[src/rtl/adain_norm_lzd.sv]
// adain_norm_lzd
//
// Iterative normalisation detector for the AdaIN statistics path. Finds the
// most-significant set bit of the (sign-masked) variance and of the element
// count N. The variance is scanned one CHUNK-bit slice per cycle, starting at
// the top slice. The scan stops at the first nonzero slice, or at slice 0.
// Results are registered and held until the next completion.
//
// state | meaning
// ------+-------------------------------------------------------------
// IDLE  | waiting for start; results from the last scan held on outputs
// SCAN  | examining chunk k_q of the captured variance, k_q counts down
//
// Ports:
//   clk           : system clock
//   rst           : asynchronous active-high reset
//   start         : request, sampled only in IDLE
//   n_in          : element count N (WN bits)
//   var_in        : signed variance from the MAC (WIDTH_MAC_IN bits)
//   busy          : scan in progress
//   done          : one-cycle pulse when the results update
//   lead_zero_N   : floor(log2 N), 0 when N == 0
//   lead_zero_var : index of the highest set bit of var_in[WIDTH_MAC_IN-2:0]
//   var_zero      : masked variance was zero
//   var_neg       : sign bit of var_in was set
//   n_zero        : N was zero
module adain_norm_lzd #(
  parameter int N_MAX        = 128,
  parameter int WIDTH_MAC_IN = 48,
  parameter int CHUNK        = 8,
  localparam int WN          = $clog2(N_MAX + 1),
  localparam int WLZN        = $clog2(WN),
  localparam int WLZV        = $clog2(WIDTH_MAC_IN)
) (
  input  logic                    clk,
  input  logic                    rst,
  input  logic                    start,
  input  logic [WN-1:0]           n_in,
  input  logic [WIDTH_MAC_IN-1:0] var_in,
  output logic                    busy,
  output logic                    done,
  output logic [WLZN-1:0]         lead_zero_N,
  output logic [WLZV-1:0]         lead_zero_var,
  output logic                    var_zero,
  output logic                    var_neg,
  output logic                    n_zero
);

  localparam int NCH = WIDTH_MAC_IN / CHUNK;
  localparam int WK  = (NCH > 1) ? $clog2(NCH) : 1;
  localparam int WC  = (CHUNK > 1) ? $clog2(CHUNK) : 1;

  generate
    if ((WIDTH_MAC_IN % CHUNK) != 0) begin : g_bad_chunk
      $error("WIDTH_MAC_IN must be a multiple of CHUNK");
    end
  endgenerate

  typedef enum logic [0:0] {
    S_IDLE = 1'b0,
    S_SCAN = 1'b1
  } state_t;

  state_t                  state_q, state_d;
  logic [WK-1:0]           k_q, k_d;
  logic [WIDTH_MAC_IN-1:0] var_q, var_d;
  logic                    sign_q, sign_d;
  logic [WN-1:0]           n_q, n_d;
  logic                    busy_q, busy_d;
  logic                    done_q, done_d;
  logic [WLZN-1:0]         lzn_q, lzn_d;
  logic [WLZV-1:0]         lzv_q, lzv_d;
  logic                    var_zero_q, var_zero_d;
  logic                    var_neg_q, var_neg_d;
  logic                    n_zero_q, n_zero_d;

  logic [CHUNK-1:0]        chunk;
  logic                    chunk_nz;
  logic [WC-1:0]           chunk_top;
  logic [WLZV-1:0]         lzv_calc;
  logic [WLZN-1:0]         lzn_calc;

  // Position of the highest set bit in a chunk; 0 for an all-zero chunk.
  function automatic logic [WC-1:0] top_bit(input logic [CHUNK-1:0] c);
    logic [WC-1:0] r;
    r = '0;
    for (int i = 0; i < CHUNK; i++) begin
      if (c[i]) r = WC'(i);
    end
    return r;
  endfunction

  // floor(log2 n); 0 for n == 0 (n_zero flags that case separately).
  function automatic logic [WLZN-1:0] floor_log2(input logic [WN-1:0] n);
    logic [WLZN-1:0] r;
    r = '0;
    for (int i = 0; i < WN; i++) begin
      if (n[i]) r = WLZN'(i);
    end
    return r;
  endfunction

  // Chunk currently under examination.
  always_comb begin
    chunk = '0;
    for (int i = 0; i < NCH; i++) begin
      if (k_q == WK'(i)) chunk = var_q[i*CHUNK +: CHUNK];
    end
  end

  assign chunk_nz  = |chunk;
  assign chunk_top = top_bit(chunk);
  assign lzv_calc  = WLZV'(int'(k_q) * CHUNK + int'(chunk_top));
  assign lzn_calc  = floor_log2(n_q);

  always_comb begin
    state_d    = state_q;
    k_d        = k_q;
    var_d      = var_q;
    sign_d     = sign_q;
    n_d        = n_q;
    busy_d     = busy_q;
    done_d     = 1'b0;
    lzn_d      = lzn_q;
    lzv_d      = lzv_q;
    var_zero_d = var_zero_q;
    var_neg_d  = var_neg_q;
    n_zero_d   = n_zero_q;

    unique case (state_q)
      S_IDLE: begin
        if (start) begin
          // Sign bit is masked so the result never exceeds WIDTH_MAC_IN-2.
          var_d   = {1'b0, var_in[WIDTH_MAC_IN-2:0]};
          sign_d  = var_in[WIDTH_MAC_IN-1];
          n_d     = n_in;
          k_d     = WK'(NCH - 1);
          busy_d  = 1'b1;
          state_d = S_SCAN;
        end
      end

      S_SCAN: begin
        if (chunk_nz || (k_q == '0)) begin
          lzv_d      = chunk_nz ? lzv_calc : '0;
          var_zero_d = ~chunk_nz;
          var_neg_d  = sign_q;
          lzn_d      = lzn_calc;
          n_zero_d   = (n_q == '0);
          done_d     = 1'b1;
          busy_d     = 1'b0;
          state_d    = S_IDLE;
        end else begin
          k_d = k_q - WK'(1);
        end
      end

      default: begin
        state_d = S_IDLE;
        busy_d  = 1'b0;
      end
    endcase
  end

  always_ff @(posedge clk or posedge rst) begin
    if (rst) begin
      state_q    <= S_IDLE;
      k_q        <= '0;
      var_q      <= '0;
      sign_q     <= 1'b0;
      n_q        <= '0;
      busy_q     <= 1'b0;
      done_q     <= 1'b0;
      lzn_q      <= '0;
      lzv_q      <= '0;
      var_zero_q <= 1'b0;
      var_neg_q  <= 1'b0;
      n_zero_q   <= 1'b0;
    end else begin
      state_q    <= state_d;
      k_q        <= k_d;
      var_q      <= var_d;
      sign_q     <= sign_d;
      n_q        <= n_d;
      busy_q     <= busy_d;
      done_q     <= done_d;
      lzn_q      <= lzn_d;
      lzv_q      <= lzv_d;
      var_zero_q <= var_zero_d;
      var_neg_q  <= var_neg_d;
      n_zero_q   <= n_zero_d;
    end
  end

  assign busy          = busy_q;
  assign done          = done_q;
  assign lead_zero_N   = lzn_q;
  assign lead_zero_var = lzv_q;
  assign var_zero      = var_zero_q;
  assign var_neg       = var_neg_q;
  assign n_zero        = n_zero_q;

endmodule

[config.mk]
export PLATFORM = sky130hd
export DESIGN_NAME = adain_norm_lzd
export DESIGN_NICKNAME = d
export VERILOG_FILES = /design/src/rtl/adain_norm_lzd.sv
export SDC_FILE = /design/constraint.sdc
export NUM_CORES = 1
export LEC_CHECK = 0
export ABC_AREA = 1
export ABC_CLOCK_PERIOD_IN_PS = 2200
export BUFFER_PORTS_ARGS = -buffer_cell sky130_fd_sc_hd__buf_2
export CORE_MARGIN = 1.5
export CORE_UTILIZATION = 30
export DETAILED_ROUTE_END_ITERATION = 10
export SKIP_LAST_GASP = 1
export SYNTH_ARGS = -nofsm -noshare
export SYNTH_HDL_FRONTEND = slang
export SYNTH_SLANG_ARGS = --single-unit
[constraint.sdc]
create_clock -name clk -period 2.2 [get_ports clk]
set_input_delay 0.22 -clock clk [delete_from_list [all_inputs] [get_ports clk]]
set_output_delay 0.22 -clock clk [all_outputs]
set_load 0.02 [all_outputs]
==> out/results.ini, run 1 <==
[critical_path]
start_kind = flip-flop
worstPathMaxFanout = 5
crit_chain = inv_2 -> buf_6 -> ha_4 -> inv_4 -> nor2_4 -> nand2_1 -> nand3_1 -> nand2_1 -> nand2_1 -> nand2_2 -> nand2_4 -> nor2_4 -> nand2_2 -> nor2_4 -> nand2_4 -> nand2_8 -> inv_6 -> nand2_1 -> nand2_1
cp.arrival_ns = 2.48
critical-path-slowest-cell = dfrtp_1
crit_buf_inv = 4
cpMostUsedCell = nand2_1
crit_type = reg2reg
end_kind = flip-flop
cpLargestDelayFamily = simple AND/OR/NAND/NOR gates
worst_path_largest_cell_delay_ns = 0.39
crit_required_ns = 2.43

[drt]
routed_wl_mm = 8.73
firstDrtPassIters = 10
ant_nets = 0
wl_per_cell_um = 13.6
vias_per_cell = 4.52
via_count = 2904
drt_iter0_drc = 188
drc = 5

[sta]
slew_viol_final = 0
fin_ws_ns = -0.0510
fmaxAchievable_mhz = 444
hold_viol_final = 0
setup_tns_ns = -0.158
post-route-period-util = 1.02
slew_headroom = 0.555
fin_skew_ns = 0.00670
setup_viol = 12
finalCriticalPeriod_ns = 2.25
worst_pin_slew_ns = 0.666
rsz0062_at_grt = true

[global_routing]
track_usage = 0.148
overflow = 0
use_met3 = 0.0405
grt_antenna_before_repair = 0
gr-usage-met2 = 0.239
met1_usage = 0.190
top_usage_layer = met2
grt_max_degree = 40
grt_pass1_vias = 3058
grt_pass1_wl_mm = 14.6

[clocking]
clk_latency_ns = 0.34
numCtsBuffers = 9
cts_buffer_depth = 2
cts_tree = yes
htree_levels = 3
clkSlewWorstSetupHoldPaths_ns = 0.06
cts_root_buf = clkbuf_16
cts.sinks = 74

[synthesis]
synth_simple_gate_area_share = 0.203
synth_top_cell_by_area = dfrtp_1
muxShareOfSynthArea = 0.138
synthAdderAreaFrac = 0.0174
synthXorXnorAreaFrac = 0.00243
syn_area_per_cell_sq_um = 9.09
ys_ff_latch = 74
synth_area_sq_um = 3600
synth_nets = 460
synthDistinctLibCells = 25
synth_top_family_by_area = simple AND/OR/NAND/NOR gates
synth-compound-area-share = 0.0493
synthTopCellsByArea = dfrtp_1 51%, mux2_2 14%, nand2_1 10%
yosysWarnings = 0
synth_top_area_share = 0.514
ys_seq_area_frac = 0.514
syn-instance-count = 396

[placed_design]
dpl_worst_slack_ns = -0.238
place_congestion = 0.866
port_buffers = 72
dp_hpwl_mm = 6.15
dp_cells = 616

[floorplan]
core_sq_um = 11600
die_w_um = 113
dieHeight_um = 113
rows = 39
die_area_sq_um = 12700
start_util = 0.311
io_pins = 73

[power_and_ir_drop]
ir_drop_mv = 0.562
cellPowerDensity_nw_per_um2 = 1400
p_leak_nw = 2.42

[run_status]
failed_checks = design-rule violations, negative setup slack
outcome = finished, violations left

[finish]
syn_to_final_growth_pct = 34.7
layout_commonest_cell = nand2_1
antennaDiodeCount = 0
post_route_cells_drive_above_1_share = 0.422
mostFrequentLayoutCells = 83 x nand2_1, 72 x dfrtp_1, 72 x buf_2
layout.nets = 560
layout.cells.non_filler = 643

[flow_run]
cap_viol_max_count = 0

[worst_hold_path]
min_path_type = in2reg

-- worst reg2reg max path, stage by stage, from the launching register on --
cell and delay (ns):
dfrtp_1 0.39, inv_2 0.08, buf_6 0.12, ha_4 0.17, inv_4 0.07, nor2_4 0.05
nand2_1 0.08, nand3_1 0.08, nand2_1 0.11, nand2_1 0.08, nand2_2 0.09, nand2_4 0.08
nor2_4 0.11, nand2_2 0.08, nor2_4 0.17, nand2_4 0.13, nand2_8 0.11, inv_6 0.05
nand2_1 0.05, nand2_1 0.04
-- final timing paths --
kind / startpoint / endpoint / slack (ns) / cells past startpoint
min in group asynchronous: rst / done / 0.53 / 3
max in group asynchronous: rst / var_q[5] / 1.01 / 4
worst min-delay path: var_in[30] / var_q[30] / 0.11 / 2
worst min register to register: busy / busy / 0.47 / 2
worst max register to register: k_q[1] / var_neg / -0.05 / 19
worst max-delay path: k_q[1] / var_neg / -0.05 / 19
-- cells in the mapped netlist --
cell type / instances
nand2_1: 96
dfrtp_1: 74
inv_1: 45
mux2_2: 44
nor2_1: 42
nand3_1: 25
a21oi_1: 17
o21ai_0: 11
clkbuf_1: 6
o21ai_1: 6
ha_1: 5
buf_2: 4
buf_6: 4
nand2_2: 4
nand2_4: 2
nor2_2: 2
buf_1: 1
inv_2: 1
inv_6: 1
nand4_1: 1
nor2_4: 1
nor3_1: 1
o31ai_1: 1
or2_2: 1
xnor2_1: 1
-- flip-flops by register name, indices dropped and copies added (netlist names) --
| register | cells |
|---|---|
| busy | 1 |
| lead_zero_var | 6 |
| done | 1 |
| lead_zero_N | 3 |
| sign_q | 1 |
| n_zero | 1 |
| k_q | 3 |
| var_q | 47 |
| n_q | 8 |
| var_zero | 1 |
| var_neg | 1 |
| state_q | 1 |
-- per-stage QoR --
stage	util	hold slack [ns]	area, sq um	power [mW]
2_1_floorplan	-	0.371	3600	3.87
3_3_place_gp	0.367	0.354	4240	4.55
3_5_place_dp	0.367	0.361	4240	4.61
4_1_cts	0.403	0.0947	4660	6.35
5_1_grt	0.420	0.103	4850	7.31
6_report	0.420	0.108	4850	6.79
-- cell type report --
type | instances | area [sq um]
Sequential cell | 74 | 1850
Inverter | 47 | 191
Timing Repair Buffer | 100 | 626
Clock buffer | 10 | 239
Tap cell | 143 | 179
Multi-Input combinational cell | 264 | 1710
Fill cell | 1166 | 6710
Clock inverter | 5 | 53.8
-- metal layers --
layer / routed length [um] / share of wire
met1: 3950 / 0.45
met2: 4240 / 0.49
met3: 420 / 0.048
met4: 119 / 0.014
met5: 0 / 0
-- report_power, final --
part           internal [mW]  total (mW)  leakage [nW]  switching, mW
clock network          0.900        1.46         0.148          0.559
logic                   1.38        3.21          1.41           1.83
registers               1.80        2.13         0.863          0.326
-- logic make-up after synthesis --
family,Yosys count
and+or+nand+nor,175
DFF,74
buffers and inverters,62
muxes,44
AOI/OAI and AO/OA,35
adders and majority gates,5
xor gates and xnor gates,1
-- repair_timing --
item	4_1_cts	5_1_grt
hold endpoints to repair	1	0
endpoints found under the setup margin	18	18
hold buffers	1	0
pin swaps	9	18
gates cloned	3	1
gates resized for setup	21	45
setup buffers	2	5
No activity file was read; power rests on OpenSTA's default activity.
==> run 2: changes to the inputs <==
CORE_UTILIZATION = 35   (was 30)
==> out/results.ini, run 2 (same netlist as run 1, synthesis figures left out) <==
[finish]
syn_to_final_growth_pct = 32.0  ; was 34.7%
mostFrequentLayoutCells = 85 x nand2_1, 74 x dfrtp_1, 72 x buf_2  ; was 83 x nand2_1, 72 x dfrtp_1, 72 x buf_2
layout_commonest_cell = nand2_1  ; unchanged
largest_register = var_q  ; unchanged
final_util = 0.482  ; was 0.420
layout.nets = 568  ; was 560
antennaDiodeCount = 0  ; unchanged
post_route_cells_drive_above_1_share = 0.413  ; was 0.422
fin_area_sq_um = 4750  ; was 4850 sq um
largest_reg_flops = 47  ; unchanged

[run_status]
failed_checks = negative setup slack  ; was design-rule violations, negative setup slack
outcome = finished, violations left  ; unchanged

[power_and_ir_drop]
p_leak_nw = 2.40  ; was 2.42 nW
ir_drop_mv = 0.595  ; was 0.562 mV
cellPowerDensity_nw_per_um2 = 1360  ; was 1400 nW/um^2
p_total_mw = 6.44  ; was 6.79 mW

[sta]
fin_skew_ns = 0.00961  ; was 0.00670 ns
setup_viol = 1  ; was 12
slew_headroom = 0.628  ; was 0.555
hold_viol_final = 0  ; unchanged
fin_ws_ns = -0.0212  ; was -0.0510 ns
post-route-period-util = 1.01  ; was 1.02
worst_pin_slew_ns = 0.558  ; was 0.666 ns
rsz0062_at_grt = true  ; unchanged
fmaxAchievable_mhz = 450  ; was 444 MHz
slew_viol_final = 0  ; unchanged
finalCriticalPeriod_ns = 2.22  ; was 2.25 ns

[critical_path]
endpoint = k_q[1]  ; was var_neg
crit_required_ns = 2.44  ; was 2.43 ns
cp.arrival_ns = 2.46  ; was 2.48 ns
r2r_start = k_q[0]  ; was k_q[1]
reg2regPathDepth = 16  ; was 19
r2r_end = k_q[1]  ; was var_neg
worstPathMaxFanout = 6  ; was 5
reg2reg_slack_ns = -0.02  ; was -0.05 ns
end_kind = flip-flop  ; unchanged
start_kind = flip-flop  ; unchanged
setup.worst_path.start = k_q[0]  ; was k_q[1]
crit_type = reg2reg  ; unchanged

[drt]
vias_per_cell = 4.54  ; was 4.52
firstDrtPassIters = 4  ; was 10
drc = 0  ; was 5
ant_nets = 0  ; unchanged
drt_iter0_drc = 92  ; was 188
wl_per_cell_um = 13.0  ; was 13.6 um
routed_wl_mm = 8.36  ; was 8.73 mm
via_count = 2912  ; was 2904

[global_routing]
overflow = 0  ; unchanged
grt_pass1_vias = 2914  ; was 3058
grt_antenna_before_repair = 0  ; unchanged
grt_max_degree = 61  ; was 40
track_usage = 0.160  ; was 0.148
grt_pass1_wl_mm = 13.8  ; was 14.6 mm

[placed_design]
placed_area_sq_um = 4240  ; about the same
port_buffers = 72  ; unchanged
dp_hpwl_mm = 5.93  ; was 6.15 mm
place_congestion = 0.836  ; was 0.866

[clocking]
numCtsBuffers = 9  ; unchanged
cts_tree = yes  ; unchanged
cts_root_buf = clkbuf_8  ; was clkbuf_16
clkSlewWorstSetupHoldPaths_ns = 0.08  ; was 0.06 ns
cts.sinks = 74  ; unchanged
htree_levels = 3  ; unchanged
clk_latency_ns = 0.35  ; was 0.34 ns
cts_buffer_depth = 2  ; unchanged

[flow_run]
cap_viol_max_count = 0  ; unchanged

[floorplan]
die_w_um = 104  ; was 113 um
rows = 36  ; was 39
die_area_sq_um = 10900  ; was 12700 sq um
dieHeight_um = 104  ; was 113 um
io_pins = 73  ; unchanged
core_sq_um = 9860  ; was 11600 sq um
start_util = 0.365  ; was 0.311

[worst_hold_path]
min_path_type = in2reg  ; unchanged

-- run 2: layout make-up --
class                           count  area (sq um)
Sequential cell                    74          1850
Tap cell                          133           166
Timing Repair Buffer              109           689
Clock inverter                      6          90.1
Multi-Input combinational cell    263          1630
Clock buffer                       10           138
Fill cell                         938          5110
Inverter                           47           184
-- run 2: critical path: stages (launching register included) --
cell and delay, ns:
dfrtp_1 0.43, buf_6 0.14, ha_4 0.18, buf_4 0.14, nand3_1 0.08, nand3_1 0.07
nand2_1 0.09, nand2_1 0.08, nand2_2 0.08, nand2_2 0.06, nor2_2 0.09, nand2_2 0.08
nor2_4 0.17, buf_4 0.15, nand3_4 0.08, nand3_1 0.11, nand2_1 0.07
-- run 2: worst min path at each step --
stage / start / endpoint / slack [ns] / cells after the start
after detailed placement: rst / var_zero / 0.26 / 2
after global routing: var_in[21] / var_q[21] / 0.07 / 2
after global placement: rst / var_zero / 0.26 / 2
after floorplan: n_in[0] / n_q[0] / 0.37 / 1
final: var_in[38] / var_q[38] / 0.09 / 2
after CTS: var_in[38] / var_q[38] / 0.07 / 2
-- run 2: repair_timing --
item,4_1_cts,5_1_grt
hold buffers,1,0
setup buffers,1,11
gates resized for setup,19,25
setup endpoints to repair,18,18
gates cloned,2,1
pin swaps,3,11
endpoints found under the hold margin,20,0
-- run 2: power by group --
part           internal [mW]  leakage [nW]  switching (mW)
Sequential              1.79         0.865           0.268
Clock                  0.671         0.112           0.518
Combinational           1.42          1.42            1.77
Total                   3.88          2.40            2.56
-- run 2: metrics by stage --
stage | hold WS, ns | std cells | setup TNS (ns) | worst slack (ns)
detailed placement | 0.263 | 610 | -4.19 | -0.282
CTS | 0.0664 | 630 | 0 | 0.00729
global placement | 0.262 | 610 | -2.96 | -0.215
floorplan | 0.371 | 396 | 0 | 0.0984
global route | 0.0719 | 642 | -2.13 | -0.174
finish | 0.0880 | 642 | -0.0212 | -0.0212
-- run 2: per-layer routing --
| metal | part of all wire | vias up | GRT usage | routed length (um) |
|---|---|---|---|---|
| met5 | 0 | - | 0 | 0 |
| met4 | 0.015 | 0 | 0.0595 | 122 |
| met3 | 0.041 | 11 | 0.0395 | 343 |
| met2 | 0.49 | 67 | 0.262 | 4110 |
| met1 | 0.45 | 1357 | 0.203 | 3790 |
| li1 | - | 1477 | - | - |
